$ cat src/rtl/dac_26x4_pkg.sv
// Shared constants and FSM state encoding for the LTC26x4-family SPI write engine.
package dac_26x4_pkg;

  localparam int unsigned FRAME_W = 32;

  localparam logic [3:0] CMD_WR         = 4'b0000;
  localparam logic [3:0] CMD_UPD        = 4'b0001;
  localparam logic [3:0] CMD_WR_UPD_ALL = 4'b0010;
  localparam logic [3:0] CMD_WR_UPD     = 4'b0011;
  localparam logic [3:0] CMD_PWRDN      = 4'b0100;
  localparam logic [3:0] CMD_NOP        = 4'b1111;
  localparam logic [3:0] ADDR_ALL       = 4'hF;

  typedef enum logic [2:0] {
    ST_IDLE,
    ST_SETUP,
    ST_SHIFT,
    ST_HOLD,
    ST_CSHI,
    ST_CLR_PULSE
  } state_t;

endpackage

$ cat src/rtl/dac_spi_shift32.sv
// SCK divider and 32-bit TX/RX shift path; sequenced by the state of the owning FSM.
module dac_spi_shift32
  import dac_26x4_pkg::*;
#(
  parameter int unsigned CLK_DIV = 2
) (
  input  logic               clk,
  input  logic               rst_n,
  input  state_t             i_state,
  input  logic               i_load,
  input  logic [FRAME_W-1:0] i_frame,
  input  logic               i_miso,
  output logic               o_sck,
  output logic               o_mosi,
  output logic [FRAME_W-1:0] o_rx_word,
  output logic               o_phase_end
);

  localparam int unsigned DIV_W = (CLK_DIV > 1) ? $clog2(CLK_DIV) : 1;

  logic [DIV_W-1:0]   r_div;
  logic [4:0]         r_bit;
  logic               r_sck;
  logic [FRAME_W-1:0] r_tx;
  logic [FRAME_W-1:0] r_rx;
  logic               w_div_last;

  assign w_div_last = (r_div == DIV_W'(CLK_DIV - 1));

  always_comb begin
    o_phase_end = 1'b0;
    case (i_state)
      ST_SETUP: o_phase_end = w_div_last;
      ST_SHIFT: o_phase_end = w_div_last && r_sck && (r_bit == 5'd31);
      ST_HOLD:  o_phase_end = w_div_last;
      default:  o_phase_end = 1'b0;
    endcase
  end

  // sck toggles every CLK_DIV cycles; rising half samples MISO, falling half advances MOSI
  always_ff @(posedge clk or negedge rst_n) begin
    if (!rst_n) begin
      r_div <= '0;
      r_bit <= '0;
      r_sck <= 1'b0;
      r_tx  <= '0;
      r_rx  <= '0;
    end else if (i_load) begin
      r_div <= '0;
      r_bit <= '0;
      r_sck <= 1'b0;
      r_tx  <= i_frame;
    end else begin
      case (i_state)
        ST_SETUP, ST_HOLD: r_div <= w_div_last ? '0 : r_div + 1'b1;
        ST_SHIFT: begin
          if (w_div_last) begin
            r_div <= '0;
            r_sck <= ~r_sck;
            if (!r_sck) begin
              r_rx <= {r_rx[FRAME_W-2:0], i_miso};
            end else begin
              r_tx  <= {r_tx[FRAME_W-2:0], 1'b0};
              r_bit <= r_bit + 1'b1;
            end
          end else begin
            r_div <= r_div + 1'b1;
          end
        end
        default: begin
          r_div <= '0;
          r_sck <= 1'b0;
        end
      endcase
    end
  end

  assign o_sck     = r_sck;
  assign o_mosi    = r_tx[FRAME_W-1];
  assign o_rx_word = r_rx;

endmodule

$ cat src/rtl/dac_26x4_mch.sv
// LTC2604/2614/2624 quad-DAC SPI write engine: command port, idle-time channel refresh, CLR pulse.
module dac_26x4_mch
  import dac_26x4_pkg::*;
#(
  parameter int unsigned DATA_W      = 12,
  parameter int unsigned CLK_DIV     = 2,
  parameter int unsigned CS_HIGH_CYC = 2,
  parameter int unsigned N_CH        = 4,
  parameter int unsigned CLR_CYC     = 4
) (
  input  logic                   clk,
  input  logic                   rst_n,
  input  logic                   s_valid,
  output logic                   s_ready,
  input  logic [3:0]             s_cmd,
  input  logic [3:0]             s_addr,
  input  logic [DATA_W-1:0]      s_data,
  input  logic                   scan_en,
  input  logic [N_CH*DATA_W-1:0] ch_data,
  input  logic                   clr_req,
  output logic                   spi_sck,
  output logic                   spi_mosi,
  input  logic                   spi_miso,
  output logic                   dac_cs_n,
  output logic                   dac_clr_n,
  output logic                   busy,
  output logic                   frame_done,
  output logic [FRAME_W-1:0]     rx_word
);

  state_t             r_state, w_state_nxt;
  logic               r_live;
  logic               r_clr_pend;
  logic               r_is_scan;
  logic               r_frame_done;
  logic [1:0]         r_scan_idx;
  logic [15:0]        r_cnt;
  logic               w_launch, w_launch_scan, w_go_clr, w_phase_end;
  logic [3:0]         w_cmd, w_addr;
  logic [DATA_W-1:0]  w_data;
  logic [15:0]        w_dfield;
  logic [FRAME_W-1:0] w_frame;

  // r_live keeps s_ready low while reset is asserted even though the FSM sits in IDLE
  assign s_ready = r_live && (r_state == ST_IDLE) && !r_clr_pend;

  always_comb begin
    w_state_nxt   = r_state;
    w_launch      = 1'b0;
    w_launch_scan = 1'b0;
    w_go_clr      = 1'b0;
    case (r_state)
      ST_IDLE: begin
        if (r_clr_pend) begin
          w_go_clr    = 1'b1;
          w_state_nxt = ST_CLR_PULSE;
        end else if (s_valid && s_ready) begin
          w_launch    = 1'b1;
          w_state_nxt = ST_SETUP;
        end else if (scan_en && r_live) begin
          w_launch      = 1'b1;
          w_launch_scan = 1'b1;
          w_state_nxt   = ST_SETUP;
        end
      end
      ST_SETUP:     if (w_phase_end) w_state_nxt = ST_SHIFT;
      ST_SHIFT:     if (w_phase_end) w_state_nxt = ST_HOLD;
      ST_HOLD:      if (w_phase_end) w_state_nxt = ST_CSHI;
      ST_CSHI:      if (r_cnt == 16'(CS_HIGH_CYC - 1)) w_state_nxt = ST_IDLE;
      ST_CLR_PULSE: if (r_cnt == 16'(CLR_CYC - 1)) w_state_nxt = ST_IDLE;
      default:      w_state_nxt = ST_IDLE;
    endcase
  end

  assign w_cmd    = w_launch_scan ? CMD_WR_UPD : s_cmd;
  assign w_addr   = w_launch_scan ? {2'b00, r_scan_idx} : s_addr;
  assign w_data   = w_launch_scan ? ch_data[32'(r_scan_idx) * DATA_W +: DATA_W] : s_data;
  assign w_dfield = 16'(w_data) << (16 - DATA_W);
  assign w_frame  = {8'h00, w_cmd, w_addr, w_dfield};

  always_ff @(posedge clk or negedge rst_n) begin
    if (!rst_n) begin
      r_state      <= ST_IDLE;
      r_live       <= 1'b0;
      r_clr_pend   <= 1'b0;
      r_is_scan    <= 1'b0;
      r_frame_done <= 1'b0;
      r_scan_idx   <= '0;
      r_cnt        <= '0;
    end else begin
      r_state      <= w_state_nxt;
      r_live       <= 1'b1;
      r_clr_pend   <= (r_clr_pend | clr_req) & ~w_go_clr;
      r_frame_done <= (r_state == ST_HOLD) && w_phase_end;
      r_cnt        <= (w_state_nxt != r_state) ? '0 : r_cnt + 1'b1;
      if (w_launch) r_is_scan <= w_launch_scan;
      if ((r_state == ST_HOLD) && w_phase_end && r_is_scan)
        r_scan_idx <= (r_scan_idx == 2'(N_CH - 1)) ? '0 : r_scan_idx + 1'b1;
    end
  end

  dac_spi_shift32 #(.CLK_DIV(CLK_DIV)) u_shift (
    .clk        (clk),
    .rst_n      (rst_n),
    .i_state    (r_state),
    .i_load     (w_launch),
    .i_frame    (w_frame),
    .i_miso     (spi_miso),
    .o_sck      (spi_sck),
    .o_mosi     (spi_mosi),
    .o_rx_word  (rx_word),
    .o_phase_end(w_phase_end)
  );

  assign dac_cs_n   = !((r_state == ST_SETUP) || (r_state == ST_SHIFT) || (r_state == ST_HOLD));
  assign dac_clr_n  = (r_state != ST_CLR_PULSE);
  assign busy       = (r_state != ST_IDLE);
  assign frame_done = r_frame_done;

endmodule

$ cat config.mk
export PLATFORM = sky130hd
export DESIGN_NAME = dac_26x4_mch
export DESIGN_NICKNAME = d
export VERILOG_FILES = /design/src/rtl/dac_26x4_pkg.sv /design/src/rtl/dac_spi_shift32.sv /design/src/rtl/dac_26x4_mch.sv
export SDC_FILE = /design/constraint.sdc
export NUM_CORES = 1
export LEC_CHECK = 0
export CAP_MARGIN = 20
export CORE_MARGIN = 10
export CORE_UTILIZATION = 40
export CTS_CLUSTER_SIZE = 16
export DETAILED_ROUTE_END_ITERATION = 10
export GPL_TIMING_DRIVEN = 0
export HOLD_SLACK_MARGIN = 0.06
export PLACE_DENSITY = 0.66
export SLEW_MARGIN = 25
export SYNTH_ARGS = -nofsm -noshare
export SYNTH_HDL_FRONTEND = slang
export SYNTH_SLANG_ARGS = --single-unit
$ cat constraint.sdc
create_clock -name clk -period 4.6 [get_ports clk]
set_input_delay 1.38 -clock clk [delete_from_list [all_inputs] [get_ports clk]]
set_output_delay 1.38 -clock clk [all_outputs]
set_load 0.005 [all_outputs]
Word-level counts from Yosys, hierarchy flattened
Index checks and enable logic that the tools add are counted.
Storage, ports and cells
  bits in registers: 96
  bits in latches: 0
  bits in writable memories: 0
  ROM bits: 0
  bits of input ports: 74
  output and inout port bits: 39
  word-level logic and storage cells: 96
  memories kept: 0
Cells by class
  add/subtract/negate cells: 4
  multiply operators: 1
  divide/modulo/power cells: 0
  $lt $le $gt $ge: 0
  eq/ne operators: 13
  shift operators: 1
  muxes and demuxes: 38
  bitwise gates (word level): 5
  reductions and logical operators: 22
Operators by type and width (number)
  two-way mux 32 bit: 4
  variable part select 48 x 7 -> 12 bit: 1
  two-way mux 3 bit: 8
  two-way mux 5 bit: 4
  case mux 3 bit (6 select lines): 1
  adder 16 x 1 -> 16 bit, second input constant: 1
  == test 16 x 1 -> 1 bit, second input constant: 1
  == test 16 x 2 -> 1 bit, second input constant: 1
  two-way mux 16 bit: 1
  two-way mux 1 bit: 14
  two-way mux 12 bit: 1
  logical AND 1 bit: 8
  two-way mux 4 bit: 2
  == test 3 x 2 -> 1 bit, second input constant: 2
  == test 3 bit, second input constant: 2
  nonzero test 2 bit: 3
  adder 5 x 1 -> 5 bit, second input constant: 1
  == test 5 bit, second input constant: 1
  multiplier 2 x 2 -> 4 bit, second input constant: 1
  case mux 1 bit (2 select lines): 2
  AND reduction 4 bit: 1
  == test 3 x 1 -> 1 bit, second input constant: 1
  zero test 3 bit: 1
  != test 3 x 1 -> 1 bit, second input constant: 1
  other kinds (17): 21

Longest topological paths before layout
Gate-level depths: netlist of run 1.
  depth in word-level cells: 9
  depth in mapped cells: 7
  mapped depth without buffers: 6

Modules after synthesis
From an unflattened synthesis of run 1, not the netlist that was laid out.
Unflattened totals
  cell total of the unflattened synthesis: 460
  area total of the unflattened synthesis: 5185.0 µm²
Modules (own cells, without submodules)
  dac_spi_shift32: times used 1, cells each 290, area each 3331.9 µm², sequential area each 1776.7 µm²
  dac_26x4_mch: times used 1, cells each 170, area each 1853.0 µm², sequential area each 625.6 µm²

Least setup slack after synthesis of run 1
No wires, ideal clock.
  path type: input to register
  from: in s_valid
  to: reg r_cnt[5]
  library setup time: 0.134 ns
  data arrival time: 2.345 ns
  required time: 4.466 ns
  slack: 2.121 ns
  stages on the path: 6
  path buffers: 2
  cell sequence: clkbuf_1 -> o21a_1 -> o21ai_2 -> a21oi_2 -> buf_6 -> a211oi_2
On the way
  cells in the longest elaborated chain, start to end: 6
Ends and longest elaborated chain
  start, declared: line dac_26x4_mch.sv:13  | input logic s_valid,
  logical AND 1 bit: line dac_26x4_mch.sv:57  | end else if (s_valid && s_ready) begin
  two-way mux 3 bit: line dac_26x4_mch.sv:57
  two-way mux 3 bit: line dac_26x4_mch.sv:54  | if (r_clr_pend) begin
  case mux 3 bit (6 select lines): line dac_26x4_mch.sv:52  | case (r_state)
  != test 3 bit: line dac_26x4_mch.sv:95  | r_cnt <= (w_state_nxt != r_state) ? '0 : r_cnt + 1'b1;
  two-way mux 16 bit: line dac_26x4_mch.sv:95
  end signal, assigned: line dac_26x4_mch.sv:95
  end, declared: line dac_26x4_mch.sv:37  | logic [15:0] r_cnt;
Every way passes these cells.
A chain may end at the register's enable or synchronous reset.

Worst setup path after layout of run 1
  from: reg r_state[2]
  to: out s_ready
On the way
  cells in the longest elaborated chain, start to end: 3
Ends and longest elaborated chain
  start, declared: line dac_26x4_mch.sv:31  | state_t r_state, w_state_nxt;
  start signal, assigned: line dac_26x4_mch.sv:91  | r_state <= w_state_nxt;
  zero test 3 bit: line dac_26x4_mch.sv:45  | assign s_ready = r_live && (r_state == ST_IDLE) && !r_clr_pend;
  logical AND 1 bit (2 in a row): line dac_26x4_mch.sv:45
  end, declared: line dac_26x4_mch.sv:14  | output logic s_ready,
Every way passes these cells.

==> flow_summary.toml, run 1 <==
[critical_path]
cp-end-kind = "output port"
critPathRequiredTime_ps = 3220
worstSetupStartpointType = "register"
worstPathMaxFanout = 10
worstSetupPathType = "register to output port"
rr_startpoint = "r_cnt[0]$_DFF_PN0_"
arrival_ps = 2190
crit_start = "r_state[2]$_DFF_PN0_"

[clock_tree]
cts_max_level = 3
cts_buffers = 9
cts.clk_slew.worst_paths_ps = 70
insertion_delay_ps = 340
cts_root_buf = "clkbuf_16"
cts_tree = "built"
clock-sinks = 92
cts_max_path_buffers = 2
cts_setup_buffers = 0
cts_hold_buf = 0
cts_resized = 0

[grt]
grt_pass1_wl_mm = 18.63
grt_overflow = 0
antenna_found_initial = 0
first_global_vias = 3748
grt_usage = 0.1364
grt_max_degree = 58

[synthesis]
avgSynthCellArea_um2 = 11.84
ys_seq_area_frac = 0.4911
yosysUniqueCellTypes = 55
ys_warn_count = 0
synth_cells = 396
ys_ff_latch = 92
syn_area_um2 = 4688
syn-num-nets = 475

[worst_hold_path]
min_from = "u_shift.r_tx[13]$_DFFE_PN0P_"
min_path_type = "register to register"

[power]
seqPwrFrac = 0.404
ir_worst_vdd_uv = 236.4
leakage_nw = 2.633
intPower_mw = 1.867
pwr-share-clk = 0.265
power_switching_share = 0.3185
power_switching_uw = 872.7
comb_power_share = 0.331
power_density_nw_per_um2 = 434.8

[final_layout]
diodes = 0
drive_above_1_share = 0.2042
syn2layout_area_growth_pct = 34.40
nNetsFinal = 598

[timing]
drv_slew = 0
setup_tns_ps = 0
slew_headroom = 0.6642
finalCritPeriodShare = 0.7751
tightestPinTransition_ps = 503.8
final_hold_viol_count = 0
rsz0062_at_grt = "false"
setup_viol = 0
final.setup_skew_ps = 9.160
period_minus_slack_ps = 3566
worst_slack_ps = 1034
fmaxAchievable_ghz = 0.2805

[die]
die_w_um = 128.3
initial_core_util = 0.4088
die_y_um = 128.3
dieArea_um2 = 16450
placementRows = 39
ios = 113
core-area_um2 = 11470

[routing]
num_vias = 3539
drt-total-wl_mm = 11.33
ant_nets = 0
dr.pass1.iters = 4
post_drt_via_cell_ratio = 5.306
drcViolationCount = 0
avgRoutedWirePerCell_um = 16.99
drtIter0Drc = 211

[place]
place_hpwl_mm = 8.791
io_buffers = 111
dp_slack_ps = 1368
gpl.final_weighted_congestion = 0.8119

[status]
status = "finished, final reports clean"

[flow_run]
cap_violations = 0
## area by class of cell
class / count / area, µm²
timing repair buffer: 112 / 1140
tap: 143 / 178.9
multi-input combinational: 272 / 2195
fill: 982 / 5166
clock buffer: 10 / 229.0
sequential: 92 / 2302
buffer: 28 / 176.4
clock inverter: 6 / 65.06
inverter: 4 / 15.01
## worst max-delay path, stage by stage, from the launching register on
cell	delay, ps
dfrtp_1	360
buf_2	180
nor3_4	400
nand2_1	170
clkinv_1	190
clkdlybuf4s50_1	540
## layer usage
metal,track usage,wire [µm]
met5,0,0
met4,0.04172,124
met3,0.05211,972
met2,0.2160,5140
met1,0.1681,5092
## synth_stat cells, drive strengths merged
library cell	instances	area, µm²
a21boi	1	7.510
or2	1	6.260
a221oi	1	15.01
a21oi	25	128.9
a2bb2oi	13	113.9
a211oi	16	170.2
dfrtp	92	2302
o211a	1	10.01
clkbuf	7	26.28
mux2	34	382.9
clkinv	1	3.750
nand3b	1	7.510
conb	1	3.750
inv	3	11.26
nor3b	3	27.52
nor3	2	21.27
and3b	1	8.760
and2	3	18.77
ha	5	62.56
o311ai	1	8.760
a22o	1	8.760
o211ai	5	42.54
and4	2	17.52
a22oi	3	22.52
mux4	12	270.3
and2b	1	10.01
o2bb2ai	11	96.34
nand2b	1	6.260
o21a	1	7.510
o21ai	7	38.79
nand3	18	90.09
nor2	20	80.07
and3	2	12.51
nor4	6	50.04
o21bai	1	18.77
nor2b	3	18.77
o221a	2	22.52
a31oi	2	33.78
xnor2	6	52.55
nand4	8	50.05
nand2	39	146.4
buf	21	150.1
xor2	12	105.1
## power by group through the flow
stage | logic, mW | clock network [mW] | registers [mW]
detailed placement | 0.922 | 0 | 1.12
global placement | 0.896 | 0 | 1.11
CTS | 0.923 | 0.738 | 1.11
global route | 0.997 | 0.772 | 1.13
finish | 0.907 | 0.726 | 1.11
floorplan | 0.642 | 0 | 1.09
## logic make-up (layout without fill, tap and decap cells)
kind of cell / after synthesis / in the layout / synth area share
compound gates: 91 / 91 / 0.1591
xor+xnor: 18 / 18 / 0.03363
fa+ha+maj: 5 / 5 / 0.01334
buf+inv: 32 / 160 / 0.04083
flops: 92 / 92 / 0.4911
mux: 46 / 46 / 0.1393
other cells: 1 / 1 / 0.0007999
simple gates: 111 / 111 / 0.1220
## through the flow
step	cell area, µm²	total power [mW]	instances	hold slack, ps	util
after floorplan	4688	1.727	396	451.0	-
after CTS	6301	2.768	667	494.1	0.5495
final	6301	2.740	667	489.3	0.5495
after global placement	5978	2.010	650	470.7	0.5213
after detailed placement	6007	2.039	651	474.4	0.5238
after global routing	6301	2.901	667	504.3	0.5495
## flip-flops by register name, indices dropped and copies added (netlist names)
name	flops
u_shift.o_rx_word	32
u_shift.r_tx	28
r_cnt	16
u_shift.r_bit	5
r_state	3
r_scan_idx	2
frame_done	1
r_clr_pend	1
r_is_scan	1
r_live	1
u_shift.o_sck	1
u_shift.r_div	1
## placed cells by master (no fill, tap or decap), drive strengths merged, types with 3 or more instances in the layout
cell	instances
clkdlybuf4s50	110
dfrtp	92
nand2	39
mux2	34
a21oi	25
buf	23
nor2	20
nand3	18
clkbuf	17
a211oi	16
a2bb2oi	13
xor2	12
mux4	12
o2bb2ai	11
nand4	8
o21ai	7
xnor2	6
nor4	6
ha	5
o211ai	5
clkinvlp	4
inv	3
and2	3
nor2b	3
a22oi	3
nor3b	3
## worst paths after layout
kind | to | slack, ps | cells after the start
min in group asynchronous | r_cnt[7]$_DFF_PN0_ | 930 | 1
max | s_ready | 1030 | 5
min | u_shift.r_tx[13]$_DFFE_PN0P_ | 490 | 1
max reg2reg | r_state[2]$_DFF_PN0_ | 2680 | 6
max in group asynchronous | u_shift.r_tx[14]$_DFFE_PN0P_ | 3090 | 2
min reg2reg | u_shift.r_tx[13]$_DFFE_PN0P_ | 490 | 1
No activity file was read; power rests on OpenSTA's default activity.
==> inputs of run 2 (changes only) <==
PLACE_DENSITY = 0.68   (was 0.66)
clock period = 3.2 ns   (was 4.6 ns; I/O delays follow)
==> run 2 against run 1 <==
Compared with the run above: routed wire length is 1.1% higher; via count is 0.57% lower; die area stayed put; largest cell class unchanged; hold slack better by 2.9 ps; final cell count is 0.60% higher; core utilization is 0.51 points higher; register-to-register slack worse by 1300 ps.
==> flow_summary.toml, run 2 (synthesized netlist as in run 1, its figures left out) <==
[clock_tree]
cts_max_path_buffers = 2
cts_resized = 0
cts_tree = "built"
insertion_delay_ps = 350
clock-sinks = 92
cts_root_buf = "clkbuf_16"
cts.clk_slew.worst_paths_ps = 60
cts_max_level = 3
cts_setup_buffers = 0
cts_hold_buf = 0
cts_buffers = 9

[routing]
ant_nets = 0
avgRoutedWirePerCell_um = 17.07
post_drt_via_cell_ratio = 5.244
drcViolationCount = 0
num_vias = 3519
drt-total-wl_mm = 11.45
dr.pass1.iters = 4
drtIter0Drc = 254

[final_layout]
largest_reg_flops = 32
syn2layout_area_growth_pct = 35.66
nNetsFinal = 602
diodes = 0
final_common_cell = "clkdlybuf4s50_1"
utilization = 0.5546
nFillCells = 992
final_cell_mix = "110 x clkdlybuf4s50_1, 92 x dfrtp_1, 39 x nand2_1, 30 x mux2_2, 24 x a21oi_1"
drive_above_1_share = 0.2121

[grt]
busiest_layer = "met2"
grt_usage = 0.1412
grt_max_degree = 54
antenna_found_initial = 0
grt_use_met2 = 0.2217
first_global_vias = 3889
grt_overflow = 0
use_met3 = 0.05790
grt_pass1_wl_mm = 19.02
gr-usage-met1 = 0.1673

[flow_run]
cap_violations = 0

[critical_path]
worstPathMaxFanout = 8
rr_startpoint = "r_cnt[0]$_DFF_PN0_"
cp_slowest_stage_delay_ps = 550
crit_chain = "nor2b_1 -> nand2_1 -> clkinv_1 -> clkdlybuf4s50_1"
cp-end-kind = "output port"
critPathRequiredTime_ps = 2240
arrival_ps = 2080
crit_start = "r_clr_pend$_DFF_PN0_"
worstSetupStartpointType = "register"
cp_slowest_cell = "clkdlybuf4s50_1"
worstSetupPathType = "register to output port"

[place]
place_hpwl_mm = 8.796
gpl.final_weighted_congestion = 0.8450
io_buffers = 111

[timing]
setup_viol = 0
drv_slew = 0
final.setup_skew_ps = 5.474
finalCritPeriodShare = 0.9487
fmaxAchievable_ghz = 0.3294
slew_headroom = 0.6572
tightestPinTransition_ps = 514.2
rsz0062_at_grt = "false"
final_hold_viol_count = 0
period_minus_slack_ps = 3036

[worst_hold_path]
min_path_type = "register to register"
min_from = "u_shift.o_rx_word[31]$_DFFE_PN0P_"

[power]
power_mw = 4.082
ir_worst_vdd_uv = 311.8
leakage_nw = 2.675
power_density_nw_per_um2 = 641.9

[die]
die_y_um = 128.3
placementRows = 39
ios = 113
initial_core_util = 0.4088
dieArea_um2 = 16450
die_w_um = 128.3
core-area_um2 = 11470

[status]
status = "finished, final reports clean"
-- run 2: cell count changes in the layout (fill, tap and decap cells not counted), sizes merged --
| cell | previous run | this run |
|---|---|---|
| bufinv | 1 | 2 |
| clkbuf | 17 | 16 |
| inv | 3 | 5 |
| clkinvlp | 4 | 2 |
| buf | 23 | 27 |
-- run 2: worst paths after layout --
check,to,slack [ps],cells past startpoint
max,s_ready,160,4
min,u_shift.o_rx_word[31]$_DFFE_PN0P_,490,1
max in group asynchronous,u_shift.o_rx_word[24]$_DFFE_PN0P_,2110,2
max reg2reg,r_state[2]$_DFF_PN0_,1370,6
min reg2reg,u_shift.o_rx_word[31]$_DFFE_PN0P_,490,1
min in group asynchronous,r_cnt[6]$_DFF_PN0_,530,1
-- run 2: routing by layer --
layer  share of wire  vias to the layer above
li1                -                     1723
met1            0.43                     1675
met2            0.46                      107
met3           0.094                       14
met4           0.017                        0
met5               0                        -
-- run 2: metrics by stage --
| step | hold slack, ps | setup slack (ps) | TNS, ps | area [µm²] | std cells |
|---|---|---|---|---|---|
| after detailed placement | 478.7 | 385.0 | 0 | 6007 | 651 |
| after global placement | 472.6 | -2173 | -199590 | 5978 | 650 |
| final | 492.2 | 164.1 | 0 | 6360 | 671 |
| after CTS | 496.7 | 1.964 | 0 | 6330 | 667 |
| after floorplan | 451.0 | 1141 | 0 | 4688 | 396 |
| after global routing | 510.7 | 11.78 | 0 | 6360 | 671 |
-- run 2: area by class of cell --
type | instances | area [µm²] | share of cell area
Sequential cell | 92 | 2302 | 0.3620
Multi-Input combinational cell | 272 | 2195 | 0.3451
Timing Repair Buffer | 116 | 1170 | 0.1839
Clock buffer | 9 | 225.2 | 0.03541
Tap cell | 143 | 178.9 | 0.02813
Buffer | 28 | 176.4 | 0.02774
Clock inverter | 7 | 97.59 | 0.01535
Inverter | 4 | 15.01 | 0.002361
-- run 2: critical path: cells and delay by family (launching register included) --
kind / cells / cell delay, ps
simple gates: 2 / 540
buf+inv: 2 / 740
flops: 1 / 460
-- run 2: report_power, final --
| part | switching [mW] | leakage, nW | total [mW] | internal (mW) |
|---|---|---|---|---|
| clock network | 0.463 | 0.152 | 1.15 | 0.688 |
| logic | 0.640 | 1.31 | 1.34 | 0.701 |
| registers | 0.179 | 1.21 | 1.59 | 1.41 |
| total | 1.28 | 2.68 | 4.08 | 2.80 |
==> inputs of run 3 (changes only) <==
CAP_MARGIN = unset   (was 20)
==> results of run 3 <==
Same layout as run 2: the final DEF is identical, and so are final timing and power.
